## src/rtl/wb_stage_pipe_if.sv

```systemverilog
// MEM->WB stage bundle: stage controls, MEM-stage entry, and writeback/bypass/retire results.
interface wb_stage_pipe_if #(
  parameter int unsigned XLEN   = 32,
  parameter int unsigned REG_AW = 5,
  parameter int unsigned CNT_W  = 64
);
  logic              flushW;
  logic              bubbleW;
  logic              in_valid;
  logic [XLEN-1:0]   in_pc;
  logic [REG_AW-1:0] in_rd;
  logic [XLEN-1:0]   in_dm_rdata;
  logic [XLEN-1:0]   in_alu_out;
  logic              in_mem_to_reg;
  logic              in_wen;
  logic [1:0]        in_ld_size;
  logic              in_ld_unsigned;

  logic              wb_valid;
  logic [XLEN-1:0]   wb_pc;
  logic [REG_AW-1:0] wb_rd;
  logic              wb_wen;
  logic [XLEN-1:0]   wb_data;
  logic              byp_wen;
  logic [REG_AW-1:0] byp_rd;
  logic [XLEN-1:0]   byp_data;
  logic [CNT_W-1:0]  retire_cnt;

  modport master (
    output flushW, bubbleW, in_valid, in_pc, in_rd, in_dm_rdata, in_alu_out,
           in_mem_to_reg, in_wen, in_ld_size, in_ld_unsigned,
    input  wb_valid, wb_pc, wb_rd, wb_wen, wb_data, byp_wen, byp_rd, byp_data, retire_cnt
  );

  modport slave (
    input  flushW, bubbleW, in_valid, in_pc, in_rd, in_dm_rdata, in_alu_out,
           in_mem_to_reg, in_wen, in_ld_size, in_ld_unsigned,
    output wb_valid, wb_pc, wb_rd, wb_wen, wb_data, byp_wen, byp_rd, byp_data, retire_cnt
  );
endinterface

```

## src/rtl/wb_stage_pipe.sv

```systemverilog
// Writeback stage: MEM->WB register with stall/flush, load alignment/extension,
// one-deep register-file bypass and retired-instruction counter.
module wb_stage_pipe #(
  parameter int unsigned XLEN   = 32,
  parameter int unsigned REG_AW = 5,
  parameter int unsigned CNT_W  = 64
) (
  input logic            clk,
  input logic            rst,
  wb_stage_pipe_if.slave bus
);

  logic              s_valid;
  logic [XLEN-1:0]   s_pc;
  logic [REG_AW-1:0] s_rd;
  logic [XLEN-1:0]   s_dm_rdata;
  logic [XLEN-1:0]   s_alu_out;
  logic              s_mem_to_reg;
  logic              s_wen;
  logic [1:0]        s_ld_size;
  logic              s_ld_unsigned;
  logic              s_fresh;

  logic              byp_wen_q;
  logic [REG_AW-1:0] byp_rd_q;
  logic [XLEN-1:0]   byp_data_q;
  logic [CNT_W-1:0]  retire_cnt_q;

  logic [31:0]       ld_word;
  logic [7:0]        ld_byte;
  logic [15:0]       ld_half;
  logic [XLEN-1:0]   aligned;
  logic [XLEN-1:0]   wb_data_c;
  logic              wb_wen_c;

  // Stage register; fresh marks an entry on its first cycle in the stage.
  always_ff @(posedge clk) begin
    if (rst) begin
      s_valid       <= 1'b0;
      s_pc          <= '0;
      s_rd          <= '0;
      s_dm_rdata    <= '0;
      s_alu_out     <= '0;
      s_mem_to_reg  <= 1'b0;
      s_wen         <= 1'b0;
      s_ld_size     <= 2'd0;
      s_ld_unsigned <= 1'b0;
      s_fresh       <= 1'b0;
    end else if (bus.flushW) begin
      s_valid <= 1'b0;
      s_fresh <= 1'b0;
    end else if (bus.bubbleW) begin
      s_fresh <= 1'b0;
    end else begin
      s_valid       <= bus.in_valid;
      s_pc          <= bus.in_pc;
      s_rd          <= bus.in_rd;
      s_dm_rdata    <= bus.in_dm_rdata;
      s_alu_out     <= bus.in_alu_out;
      s_mem_to_reg  <= bus.in_mem_to_reg;
      s_wen         <= bus.in_wen;
      s_ld_size     <= bus.in_ld_size;
      s_ld_unsigned <= bus.in_ld_unsigned;
      s_fresh       <= bus.in_valid;
    end
  end

  // Load alignment; misaligned halfword ignores offset bit 0.
  always_comb begin
    ld_word = s_dm_rdata[31:0];
    ld_byte = ld_word[7:0];
    case (s_alu_out[1:0])
      2'd0:    ld_byte = ld_word[7:0];
      2'd1:    ld_byte = ld_word[15:8];
      2'd2:    ld_byte = ld_word[23:16];
      default: ld_byte = ld_word[31:24];
    endcase
    ld_half = s_alu_out[1] ? ld_word[31:16] : ld_word[15:0];
    case (s_ld_size)
      2'd0:    aligned = s_ld_unsigned ? XLEN'(ld_byte) : XLEN'($signed(ld_byte));
      2'd1:    aligned = s_ld_unsigned ? XLEN'(ld_half) : XLEN'($signed(ld_half));
      default: aligned = s_ld_unsigned ? XLEN'(ld_word) : XLEN'($signed(ld_word));
    endcase
    wb_data_c = s_mem_to_reg ? aligned : s_alu_out;
    wb_wen_c  = s_valid & s_wen & (s_rd != '0);
  end

  // Bypass only re-arms for a fresh entry; retire counts each entry once.
  always_ff @(posedge clk) begin
    if (rst) begin
      byp_wen_q    <= 1'b0;
      byp_rd_q     <= '0;
      byp_data_q   <= '0;
      retire_cnt_q <= '0;
    end else begin
      byp_wen_q  <= wb_wen_c & s_fresh;
      byp_rd_q   <= s_rd;
      byp_data_q <= wb_data_c;
      if (s_valid && s_fresh) begin
        retire_cnt_q <= retire_cnt_q + CNT_W'(1);
      end
    end
  end

  assign bus.wb_valid   = s_valid;
  assign bus.wb_pc      = s_pc;
  assign bus.wb_rd      = s_rd;
  assign bus.wb_wen     = wb_wen_c;
  assign bus.wb_data    = wb_data_c;
  assign bus.byp_wen    = byp_wen_q;
  assign bus.byp_rd     = byp_rd_q;
  assign bus.byp_data   = byp_data_q;
  assign bus.retire_cnt = retire_cnt_q;

endmodule

```

## src/flat_wrapper.sv

```systemverilog
// flat-port wrapper written by rule: the top's interface ports become plain ports
module wb_stage_pipe_flat 
#(
  parameter int unsigned XLEN   = 32,
  parameter int unsigned REG_AW = 5,
  parameter int unsigned CNT_W  = 64
)
  (clk, rst, bus_flushW, bus_bubbleW, bus_in_valid, bus_in_pc, bus_in_rd, bus_in_dm_rdata, bus_in_alu_out, bus_in_mem_to_reg, bus_in_wen, bus_in_ld_size, bus_in_ld_unsigned, bus_wb_valid, bus_wb_pc, bus_wb_rd, bus_wb_wen, bus_wb_data, bus_byp_wen, bus_byp_rd, bus_byp_data, bus_retire_cnt);
  wb_stage_pipe_if #(.XLEN(XLEN), .REG_AW(REG_AW), .CNT_W(CNT_W)) bus_i ();
  input logic clk;
  input logic rst;
  input wire logic [$bits(bus_i.flushW)-1:0] bus_flushW;
  input wire logic [$bits(bus_i.bubbleW)-1:0] bus_bubbleW;
  input wire logic [$bits(bus_i.in_valid)-1:0] bus_in_valid;
  input wire logic [$bits(bus_i.in_pc)-1:0] bus_in_pc;
  input wire logic [$bits(bus_i.in_rd)-1:0] bus_in_rd;
  input wire logic [$bits(bus_i.in_dm_rdata)-1:0] bus_in_dm_rdata;
  input wire logic [$bits(bus_i.in_alu_out)-1:0] bus_in_alu_out;
  input wire logic [$bits(bus_i.in_mem_to_reg)-1:0] bus_in_mem_to_reg;
  input wire logic [$bits(bus_i.in_wen)-1:0] bus_in_wen;
  input wire logic [$bits(bus_i.in_ld_size)-1:0] bus_in_ld_size;
  input wire logic [$bits(bus_i.in_ld_unsigned)-1:0] bus_in_ld_unsigned;
  output wire logic [$bits(bus_i.wb_valid)-1:0] bus_wb_valid;
  output wire logic [$bits(bus_i.wb_pc)-1:0] bus_wb_pc;
  output wire logic [$bits(bus_i.wb_rd)-1:0] bus_wb_rd;
  output wire logic [$bits(bus_i.wb_wen)-1:0] bus_wb_wen;
  output wire logic [$bits(bus_i.wb_data)-1:0] bus_wb_data;
  output wire logic [$bits(bus_i.byp_wen)-1:0] bus_byp_wen;
  output wire logic [$bits(bus_i.byp_rd)-1:0] bus_byp_rd;
  output wire logic [$bits(bus_i.byp_data)-1:0] bus_byp_data;
  output wire logic [$bits(bus_i.retire_cnt)-1:0] bus_retire_cnt;
  assign bus_i.flushW = bus_flushW;
  assign bus_i.bubbleW = bus_bubbleW;
  assign bus_i.in_valid = bus_in_valid;
  assign bus_i.in_pc = bus_in_pc;
  assign bus_i.in_rd = bus_in_rd;
  assign bus_i.in_dm_rdata = bus_in_dm_rdata;
  assign bus_i.in_alu_out = bus_in_alu_out;
  assign bus_i.in_mem_to_reg = bus_in_mem_to_reg;
  assign bus_i.in_wen = bus_in_wen;
  assign bus_i.in_ld_size = bus_in_ld_size;
  assign bus_i.in_ld_unsigned = bus_in_ld_unsigned;
  assign bus_wb_valid = bus_i.wb_valid;
  assign bus_wb_pc = bus_i.wb_pc;
  assign bus_wb_rd = bus_i.wb_rd;
  assign bus_wb_wen = bus_i.wb_wen;
  assign bus_wb_data = bus_i.wb_data;
  assign bus_byp_wen = bus_i.byp_wen;
  assign bus_byp_rd = bus_i.byp_rd;
  assign bus_byp_data = bus_i.byp_data;
  assign bus_retire_cnt = bus_i.retire_cnt;
  wb_stage_pipe #(.XLEN(XLEN), .REG_AW(REG_AW), .CNT_W(CNT_W)) u_core (.clk(clk), .rst(rst), .bus(bus_i));
endmodule
```

## config.mk

```make
export PLATFORM = sky130hd
export DESIGN_NAME = wb_stage_pipe_flat
export DESIGN_NICKNAME = d
export VERILOG_FILES = /design/src/rtl/wb_stage_pipe_if.sv /design/src/rtl/wb_stage_pipe.sv /design/src/flat_wrapper.sv
export SDC_FILE = /design/constraint.sdc
export NUM_CORES = 1
export LEC_CHECK = 0
export CAP_MARGIN = 20
export CORE_MARGIN = 10
export CORE_UTILIZATION = 46
export CTS_CLUSTER_SIZE = 28
export DETAILED_ROUTE_END_ITERATION = 8
export GPL_TIMING_DRIVEN = 0
export HOLD_SLACK_MARGIN = 0.02
export PLACE_DENSITY = 0.81
export SLEW_MARGIN = 20
export SYNTH_ARGS = -nofsm -noshare
export SYNTH_HDL_FRONTEND = slang
export SYNTH_SLANG_ARGS = --single-unit
```

## constraint.sdc

```tcl
create_clock -name clk -period 2.8 [get_ports clk]
set_clock_uncertainty 0.15 [all_clocks]
set_input_delay 0.42 -clock clk [delete_from_list [all_inputs] [get_ports clk]]
set_output_delay 0.42 -clock clk [all_outputs]
set_load 0.01 [all_outputs]
```

Word-level counts from Yosys, hierarchy flattened
Cells that the tools add are included.
{"block": "op_classes", "bitwise": 5, "n_eq_ne": 3, "n_mux": 6, "reduce_logical": 7, "addsub": 1}
{"operator": "32-bit two-way mux", "count": 3}
{"operator": "64-bit by 1-bit adder with 64-bit output, second input constant", "count": 1}
{"operator": "32-bit case mux with 2 select lines", "count": 1}
{"operator": "8-bit case mux with 3 select lines", "count": 1}
{"operator": "16-bit two-way mux", "count": 1}
{"operator": "5-bit nonzero test", "count": 1}
{"operator": "2-bit by 1-bit equality test with 1-bit output, second input constant", "count": 2}
{"operator": "2-bit zero test", "count": 2}
{"operator": "1-bit AND", "count": 3}
{"operator": "3-bit OR reduction", "count": 1}
{"operator": "2-bit equality test, second input constant", "count": 1}
{"operator": "1-bit inverter", "count": 2}
{"operator": "2-bit AND reduction", "count": 1}
{"operator": "2-bit OR reduction", "count": 1}
{"operator": "1-bit logical AND", "count": 1}
{"block": "word_totals", "out_inout_bits": 173, "reg_bits": 210, "elab_cells": 36}

Longest topological paths before layout
Gate-level depths: netlist of run 1.
{"block": "logic_depth", "word_depth": 5, "ltp_mapped": 7, "ltp_nobuf": 6}

Worst setup path after synthesis of run 1
Ideal clock, no wire load.
{"block": "synth_path", "kind": "reg2out", "start": "register u_core.s_alu_out[0]", "end": "output bus_wb_data[21]", "slack_ns": 0.399, "n_path_buf": 1, "arrival_ns": 1.831, "stages_incl_launch_ff": 7, "path_cell_list": "dfxtp_1 > mux4_2 > a21boi_2 > nand2_1 > clkbuf_1 > a21oi_1 > nor2_1"}
{"block": "synth_via", "elab_chain_len": 5, "elab_cells_between_ends": 7}
{"element": "from (decl)", "line": "wb_stage_pipe.sv:17", "text": "logic [XLEN-1:0] s_alu_out;"}
{"element": "from (signal assigned)", "line": "wb_stage_pipe.sv:59", "text": "s_alu_out <= bus.in_alu_out;"}
{"element": "2-bit equality test (tied with other cells)", "line": "wb_stage_pipe.sv:72", "text": "case (s_alu_out[1:0])"}
{"element": "8-bit case mux with 3 select lines *", "line": "wb_stage_pipe.sv:72"}
{"element": "32-bit two-way mux *", "line": "wb_stage_pipe.sv:80", "text": "2'd0: aligned = s_ld_unsigned ? XLEN'(ld_byte) : XLEN'($signed(ld_byte));"}
{"element": "32-bit case mux with 2 select lines *", "line": "wb_stage_pipe.sv:79", "text": "case (s_ld_size)"}
{"element": "32-bit two-way mux *", "line": "wb_stage_pipe.sv:84", "text": "wb_data_c = s_mem_to_reg ? aligned : s_alu_out;"}
{"element": "to (decl)", "line": "flat_wrapper.sv:27", "text": "output wire logic [$bits(bus_i.wb_data)-1:0] bus_wb_data;"}
Mark *: on every way between the ends. The rest lies on a longest branch, timed or not.

Worst setup path in the final report of run 1
{"block": "layout_path", "start": "register u_core.s_alu_out[0]", "end": "output bus_wb_data[28]"}
Same word-level chain as after synthesis.

==> results of run 1 <==
[worst min path at each step]
stage                                                 start                                 end  cells after the start
after floorplan            u_core.s_alu_out[7]$_SDFFE_PP0P_    u_core.s_alu_out[7]$_SDFFE_PP0P_                      2
after global placement     u_core.s_alu_out[9]$_SDFFE_PP0P_    u_core.s_alu_out[9]$_SDFFE_PP0P_                      2
after detailed placement  u_core.s_alu_out[31]$_SDFFE_PP0P_   u_core.s_alu_out[31]$_SDFFE_PP0P_                      2
after CTS                                               rst   u_core.bus.byp_data[4]$_SDFF_PP0_                      2
after global routing                                    rst     u_core.bus.byp_rd[0]$_SDFF_PP0_                      2
final                                                   rst  u_core.bus.byp_data[11]$_SDFF_PP0_                      2
[per-stage QoR]
stage	util	power, mW	area (µm²)	instances
2_1_floorplan	-	3.50	8480	1057
6_report	0.702	6.91	12700	1623
3_5_place_dp	0.643	3.94	11600	1568
3_3_place_gp	0.643	3.93	11600	1568
4_1_cts	0.699	6.93	12600	1613
5_1_grt	0.702	7.13	12700	1622
[cell type report]
| class | instances | share of cell area |
|---|---|---|
| multi-input cells | 769 | 0.335 |
| flip-flops and latches | 210 | 0.333 |
| repair buffers | 301 | 0.227 |
| clock buffers | 35 | 0.0522 |
| well taps | 229 | 0.0226 |
| plain buffers | 60 | 0.0205 |
| clock inverters | 4 | 0.00554 |
| inverters | 14 | 0.00415 |
| diodes | 1 | 0.000198 |
[cell families after synthesis]
| logic type | Yosys count |
|---|---|
| fa+ha+maj | 1 |
| compound gates | 231 |
| buf+inv | 78 |
| xor+xnor | 29 |
| flops | 210 |
| mux | 16 |
| simple gates | 492 |
[where the power goes]
part | internal, mW | total [mW] | switching, mW | leakage [nW]
clock network | 1.80 | 2.99 | 1.19 | 0.358
logic | 0.377 | 0.766 | 0.389 | 2.38
registers | 3.08 | 3.15 | 0.0662 | 1.71
[layer usage]
metal / GRT usage / share of wire / vias to the layer above
met5: 0 / 0.00057 / -
met4: 0.0704 / 0.030 / 2
met3: 0.0750 / 0.092 / 77
met2: 0.433 / 0.49 / 386
met1: 0.285 / 0.39 / 4207
li1: - / - / 4269
[cell usage after synthesis, drive strengths merged]
library cell	number	area (µm²)
nand2	245	920
dfxtp	210	4200
a21oi	167	836
nor2	84	318
clkbuf	54	203
o21ai	31	155
nand4	29	200
nor2b	27	169
nor3	26	130
or3	26	163
nand3	21	118
xor2	16	140
inv	14	52.6
mux2i	13	130
xnor2	13	114
buf	10	40.0
o31ai	10	75.1
or4	10	75.1
a22oi	9	67.6
nor4	7	65.1
and4	5	45.0
o221ai	5	43.8
and3	4	25.0
or2	4	25.0
a22o	2	17.5
mux2	2	22.5
nand2b	2	12.5
o32ai	2	17.5
a21boi	1	11.3
a21o	1	7.51
and3b	1	8.76
ha	1	12.5
mux4	1	22.5
nor3b	1	7.51
o21ba	1	10.0
o22ai	1	6.26
o311a	1	10.0
[repair_timing]
| action | 4_1_cts | 5_1_grt |
|---|---|---|
| pin swaps | 3 | 12 |
| gates cloned | 1 | 0 |
| gates resized for setup | 145 | 42 |
| setup buffers | 8 | 12 |
| endpoints found under the setup margin | 32 | 34 |
| hold buffers | 0 | 0 |
[worst max-delay path: stages (launching register included)]
cell and delay [ns]:
dfxtp_4 0.36, mux4_2 0.52, a21boi_4 0.20, nand2_4 0.11, clkbuf_16 0.18, a21oi_4 0.12
nor2_1 0.06, buf_2 0.14
==> key figures, run 1 <==
STA
  – Worst setup slack after layout: ~0.028 ns
  – Final hold vios: 0
  – Final Slew Violations: 0
  – Final Cycle Share: 0.990
  – TNS Setup: 0 ns
  – Fin crit period: approximately 2.8 ns
  – Worst Tran Pin Value: slightly above 0.7 ns
  – Setup Viol. Count Final: 0
  – Slew HR: 0.523
  – Hold Slack: between 0.15 and 0.2 ns
  – Achievable Freq: 0.361 GHz
  – RSZ-0062 raised after global routing: yes

Synthesis
  – Synth Area in Compound Gates: 0.148
  – Synth Instances: 1,057
  – Mux contribution to synthesized area: 0.0207
  – Syn Nets: ~1,200
  – Count of different cell masters after synthesis: 45
  – Post-Syn Area: about 0.0085 mm²
  – Synth Warn #: 0
  – Sequential fraction of the synthesis area: 0.496
  – Post-synthesis simple-gate area fraction: 0.269
  – Flops & latches, synth: 210
  – Main combinational cell family by area after synthesis: simple AND/OR/NAND/NOR gates
  – Adder-Cell Fraction of Synth Area: 0.00148
  – Post-Synth XOR/XNOR Area: 0.0300
  – Avg Inst Size Synth: between 8 and 9 µm²

Worst setup path
  – Reg2reg start: u_core.bus.retire_cnt[15]$_SDFFE_PP0P_
  – Critical Path Sink Type: output port
  – Arrival @ worst endpoint: around 2.2 ns
  – Reg2Reg Setup Slack: 0.26 ns
  – Critical Path Sink: bus_wb_data[28]
  – Critical Path RT: between 2 and 2.5 ns
  – Crit path launch: u_core.s_alu_out[0]$_SDFFE_PP0P_
  – CP Class: reg -> out
  – Worst reg2reg path depth: 6
  – Startpoint class of the critical path: flip-flop
  – Reg2Reg Capture Point: u_core.bus.retire_cnt[47]$_SDFFE_PP0P_
  – Critical-path maximum fanout: 5

Detailed routing
  – Routed Antenna Nets: 0
  – Vias per std cell: between 5 and 6
  – Wirelength, routed: between 30,000 and 40,000 µm
  – Pre-antenna DRT Iters: 5
  – Wire per inst: 19.5 µm
  – DR DRC count: 0
  – First-iteration detailed-routing DRC count: around 610
  – Vias: approximately 8,900

Layout
  – Most frequent cells in the layout: clkdlybuf4s50_1, nand2_1, dfxtp_1, a21oi_1, nor2_1
  – Reg area: 0.00421 mm²
  – Max FFs per register: between 60 and 70
  – Nets: approximately 1,500
  – Multi-input logic area: about 0.0042 mm²
  – Area Overhead vs Synth: 49.2%
  – Commonest non-fill, non-tap cell in the layout: clkdlybuf4s50_1
  – # fillers: 1,463
  – Layout cells sized above 1: 0.0976

Global routing
  – Total GRT Usage: 0.248
  – First-pass GRT wire length: between 40,000 and 50,000 µm
  – Initial antenna violation count: 2
  – Largest net degree at the start of global routing: 14
  – Vias in the first global route: 8,790
  – Gr ovfl total: 0

CTS
  – Clk_lat worst skew: 0.50 ns
  – Cts bufs inserted: 23
  – CTS tree: done
  – Htree depth: 1
  – Clock transition at the registers of the reported paths: 0.06 ns
  – Clk buf depth: 3
  – Clock Sinks: 210
  – Root Buffer: clkbuf_16

Pwr
  – Leakage: about 4.4 nW
  – Max IR drop VDD: 0.476 mV
  – Pwr/cell area: 546 mW/mm²

Floorplanning
  – Die width: between 150 and 200 µm
  – Core ar.: 0.0180 mm²
  – IO Count: between 200 and 300
  – Starting Density: 0.470
  – Die area: ~0.024 mm²
  – Rows: between 40 and 50
  – Die height: about 160 µm

Hold path
  – Worst Hold Class: in -> reg

Placed design
  – Routability cong.: approximately 0.92
  – PortBufs: between 200 and 300
  – Placed wire-length estimate: 23,100 µm
  – Pre-CTS setup slack: -0.599 ns

Run
  – Max Cap Violations: 0

Status
  – Status: complete, no violations
Note: power is estimated with default switching activity, not from simulation.
==> run 2: changes to the inputs <==
- CELL_PAD_IN_SITES_DETAIL_PLACEMENT: not set -> 1
- CELL_PAD_IN_SITES_GLOBAL_PLACEMENT: not set -> 2
- CORE_UTILIZATION: 46 -> 25
- PLACE_DENSITY: 0.81 -> not set
- PLACE_DENSITY_LB_ADDON: not set -> 0.1
==> run 2 against run 1 <==
The run now ends with negative setup slack left. Setup slack lost 0.068 ns. Routed wire length rose by 20%. Final cell count is 14% higher. Clock power grew 20%. Non-clock buffer count increased by 4. Combinational power increased by 3.0%. Sequential power about the same. Cell area up 4.8%. Sequential cell count unchanged. Worst hold slack got worse by 0.022 ns. Largest cell class unchanged.
==> key figures, run 2 (synthesis results as in run 1) <==
Placed design
  – PortBufs: 282 (unchanged)
  – Routability cong.: 0.782 (was 0.915)
  – Placed wire-length estimate: 28,400 µm (was 23,100 µm)
  – Dpl cell area: 0.0119 mm² (was 0.0116 mm²)

Layout
  – Layout cells sized above 1: 0.119 (was 0.0976)
  – Area Overhead vs Synth: 56.4% (was 49.2%)
  – Nets: 1,499 (was 1,491)
  – Most frequent cells in the layout: clkdlybuf4s50_1, nand2_1, dfxtp_1, a21oi_1, nor2_1 (unchanged)
  – Final Cell Area: 0.0133 mm² (was 0.0127 mm²)
  – Max FFs per register: 64 (unchanged)
  – Commonest non-fill, non-tap cell in the layout: clkdlybuf4s50_1 (unchanged)
  – Layout Utilization: 0.395 (was 0.702)

Hold path
  – Worst Hold Class: in -> reg (unchanged)

STA
  – Slew HR: 0.453 (was 0.523)
  – Worst Tran Pin Value: 0.820 ns (was 0.716 ns)
  – Final Slew Violations: 0 (unchanged)
  – Fin crit period: 2.84 ns (was 2.77 ns)
  – Setup Viol. Count Final: 12 (was 0)
  – Achievable Freq: 0.352 GHz (was 0.361 GHz)
  – Worst setup slack after layout: -0.0399 ns (was 0.0283 ns)
  – RSZ-0062 raised after global routing: yes (unchanged)
  – Final Cycle Share: 1.01 (was 0.990)
  – Final hold vios: 0 (unchanged)

CTS
  – Clk buf depth: 3 (unchanged)
  – Cts bufs inserted: 27 (was 23)
  – Root Buffer: clkbuf_16 (unchanged)
  – # hold bufs at CTS: 0 (unchanged)
  – Clk_lat worst skew: 0.53 ns (was 0.50 ns)
  – Htree depth: 1 (unchanged)
  – Clock transition at the registers of the reported paths: 0.06 ns (about the same)
  – Clock Sinks: 210 (unchanged)
  – CTS tree: done (unchanged)

Worst setup path
  – CP cell instances: mux4_2 -> a21boi_4 -> nand2_4 -> clkbuf_16 -> a21oi_4 -> nor2_2 -> buf_2 (was mux4_2 -> a21boi_4 -> nand2_4 -> clkbuf_16 -> a21oi_4 -> nor2_1 -> buf_2)
  – Critical Path Sink Type: output port (unchanged)
  – Startpoint class of the critical path: flip-flop (unchanged)
  – Critical Path RT: 2.23 ns (about the same)
  – CP Class: reg -> out (unchanged)
  – Critical path's top delay family: multiplexers (unchanged)
  – Slowest stage delay, CP: 0.53 ns (was 0.52 ns)
  – WP buf/inv: 2 (unchanged)
  – Critical-path maximum fanout: 8 (was 5)
  – Arrival @ worst endpoint: 2.27 ns (was 2.20 ns)
  – CP max-delay cell: mux4_2 (unchanged)

Detailed routing
  – DR DRC count: 0 (unchanged)
  – Vias: 8,757 (was 8,941)
  – Routed Antenna Nets: 0 (unchanged)
  – Wire per inst: 20.4 µm (was 19.5 µm)
  – Pre-antenna DRT Iters: 5 (unchanged)
  – Wirelength, routed: 38,000 µm (was 31,700 µm)
  – First-iteration detailed-routing DRC count: 218 (was 608)
  – Vias per std cell: 4.71 (was 5.51)

Run
  – Max Cap Violations: 0 (unchanged)

Global routing
  – Largest net degree at the start of global routing: 13 (was 14)
  – Total GRT Usage: 0.176 (was 0.248)
  – Vias in the first global route: 9,219 (was 8,790)
  – Initial antenna violation count: 4 (was 2)
  – Gr ovfl total: 0 (unchanged)
  – First-pass GRT wire length: 57,400 µm (was 49,000 µm)

Pwr
  – Max IR drop VDD: 0.403 mV (was 0.476 mV)
  – Leakage: 4.60 nW (was 4.45 nW)
  – Pwr Total: 7.53 mW (was 6.91 mW)
  – Pwr/cell area: 568 mW/mm² (was 546 mW/mm²)

Floorplanning
  – Die area: 0.0417 mm² (was 0.0243 mm²)
  – Die width: 204 µm (was 156 µm)
  – Starting Density: 0.253 (was 0.470)
  – Rows: 67 (was 49)
  – IO Count: 284 (unchanged)
  – Core ar.: 0.0335 mm² (was 0.0180 mm²)
  – Die height: 204 µm (was 156 µm)

Status
  – Violations in the final reports: negative setup slack
  – Status: complete, but fails checks (was complete, no violations)
[run 2: changes by cell type in the layout (fill, tap and decap cells not counted), sizes merged]
cell | previous run | this run
buf | 45 | 46
clkbuf | 94 | 98
clkdlybuf4s15 | 2 | 4
clkinv | 2 | 8
diode | 1 | 3
dlygate4sd2 | 4 | 6
dlymetal6s2s | 1 | 0
[run 2: worst reg2reg max path: cells and delay by family, from the launching register on]
family	cells	cell delay, ns
simple gates	4	1.63
compound gates	1	0.18
flops	1	0.46
[run 2: per-layer routing]
| layer | routed length [µm] | GRT usage |
|---|---|---|
| met4 | 685 | 0.0397 |
| met3 | 2280 | 0.0476 |
| met2 | 19000 | 0.312 |
| met5 | 13 | 0 |
| met1 | 16100 | 0.207 |
[run 2: worst paths after layout]
path	startpoint	end	slack, ns	depth (start not counted)
worst min register to register	u_core.bus.wb_pc[8]$_SDFFE_PP0P_	u_core.bus.wb_pc[8]$_SDFFE_PP0P_	0.30	2
worst min-delay path	rst	u_core.bus.byp_rd[4]$_SDFF_PP0_	0.15	2
worst max register to register	u_core.bus.retire_cnt[41]$_SDFFE_PP0P_	u_core.bus.retire_cnt[53]$_SDFFE_PP0P_	0.31	5
worst max-delay path	u_core.s_alu_out[0]$_SDFFE_PP0P_	bus_wb_data[30]	-0.04	7
[run 2: report_power, final]
group | leakage [nW] | switching (mW) | internal, mW
clock network | 0.467 | 1.38 | 2.20
registers | 1.71 | 0.0699 | 3.08
logic | 2.42 | 0.402 | 0.388
[run 2: layout make-up]
class / instances / area (µm²)
repair buffers: 304 / 2910
multi-input cells: 769 / 4300
fillers: 3979 / 20300
clock inverters: 10 / 100
well taps: 448 / 561
diodes: 3 / 7.51
plain buffers: 61 / 298
flip-flops and latches: 210 / 4210
inverters: 14 / 52.6
clock buffers: 39 / 821
[run 2: what timing repair did]
| action | CTS | global route |
|---|---|---|
| pin swaps | 12 | 7 |
| resized for setup | 162 | 40 |
| gates cloned | 1 | 0 |
| setup buffers | 15 | 8 |
| setup endpoints to repair | 40 | 72 |
[run 2: per-stage QoR]
stage	hold slack, ns	setup slack, ns	instances	setup TNS (ns)
final	0.151	-0.0399	1858	-0.267
after detailed placement	0.298	-0.880	1787	-35.10
after CTS	0.123	-0.153	1849	-1.50
after floorplan	0.284	0.399	1057	0
after global placement	0.292	-0.891	1787	-33.40
after global routing	0.170	-0.108	1856	-1.41
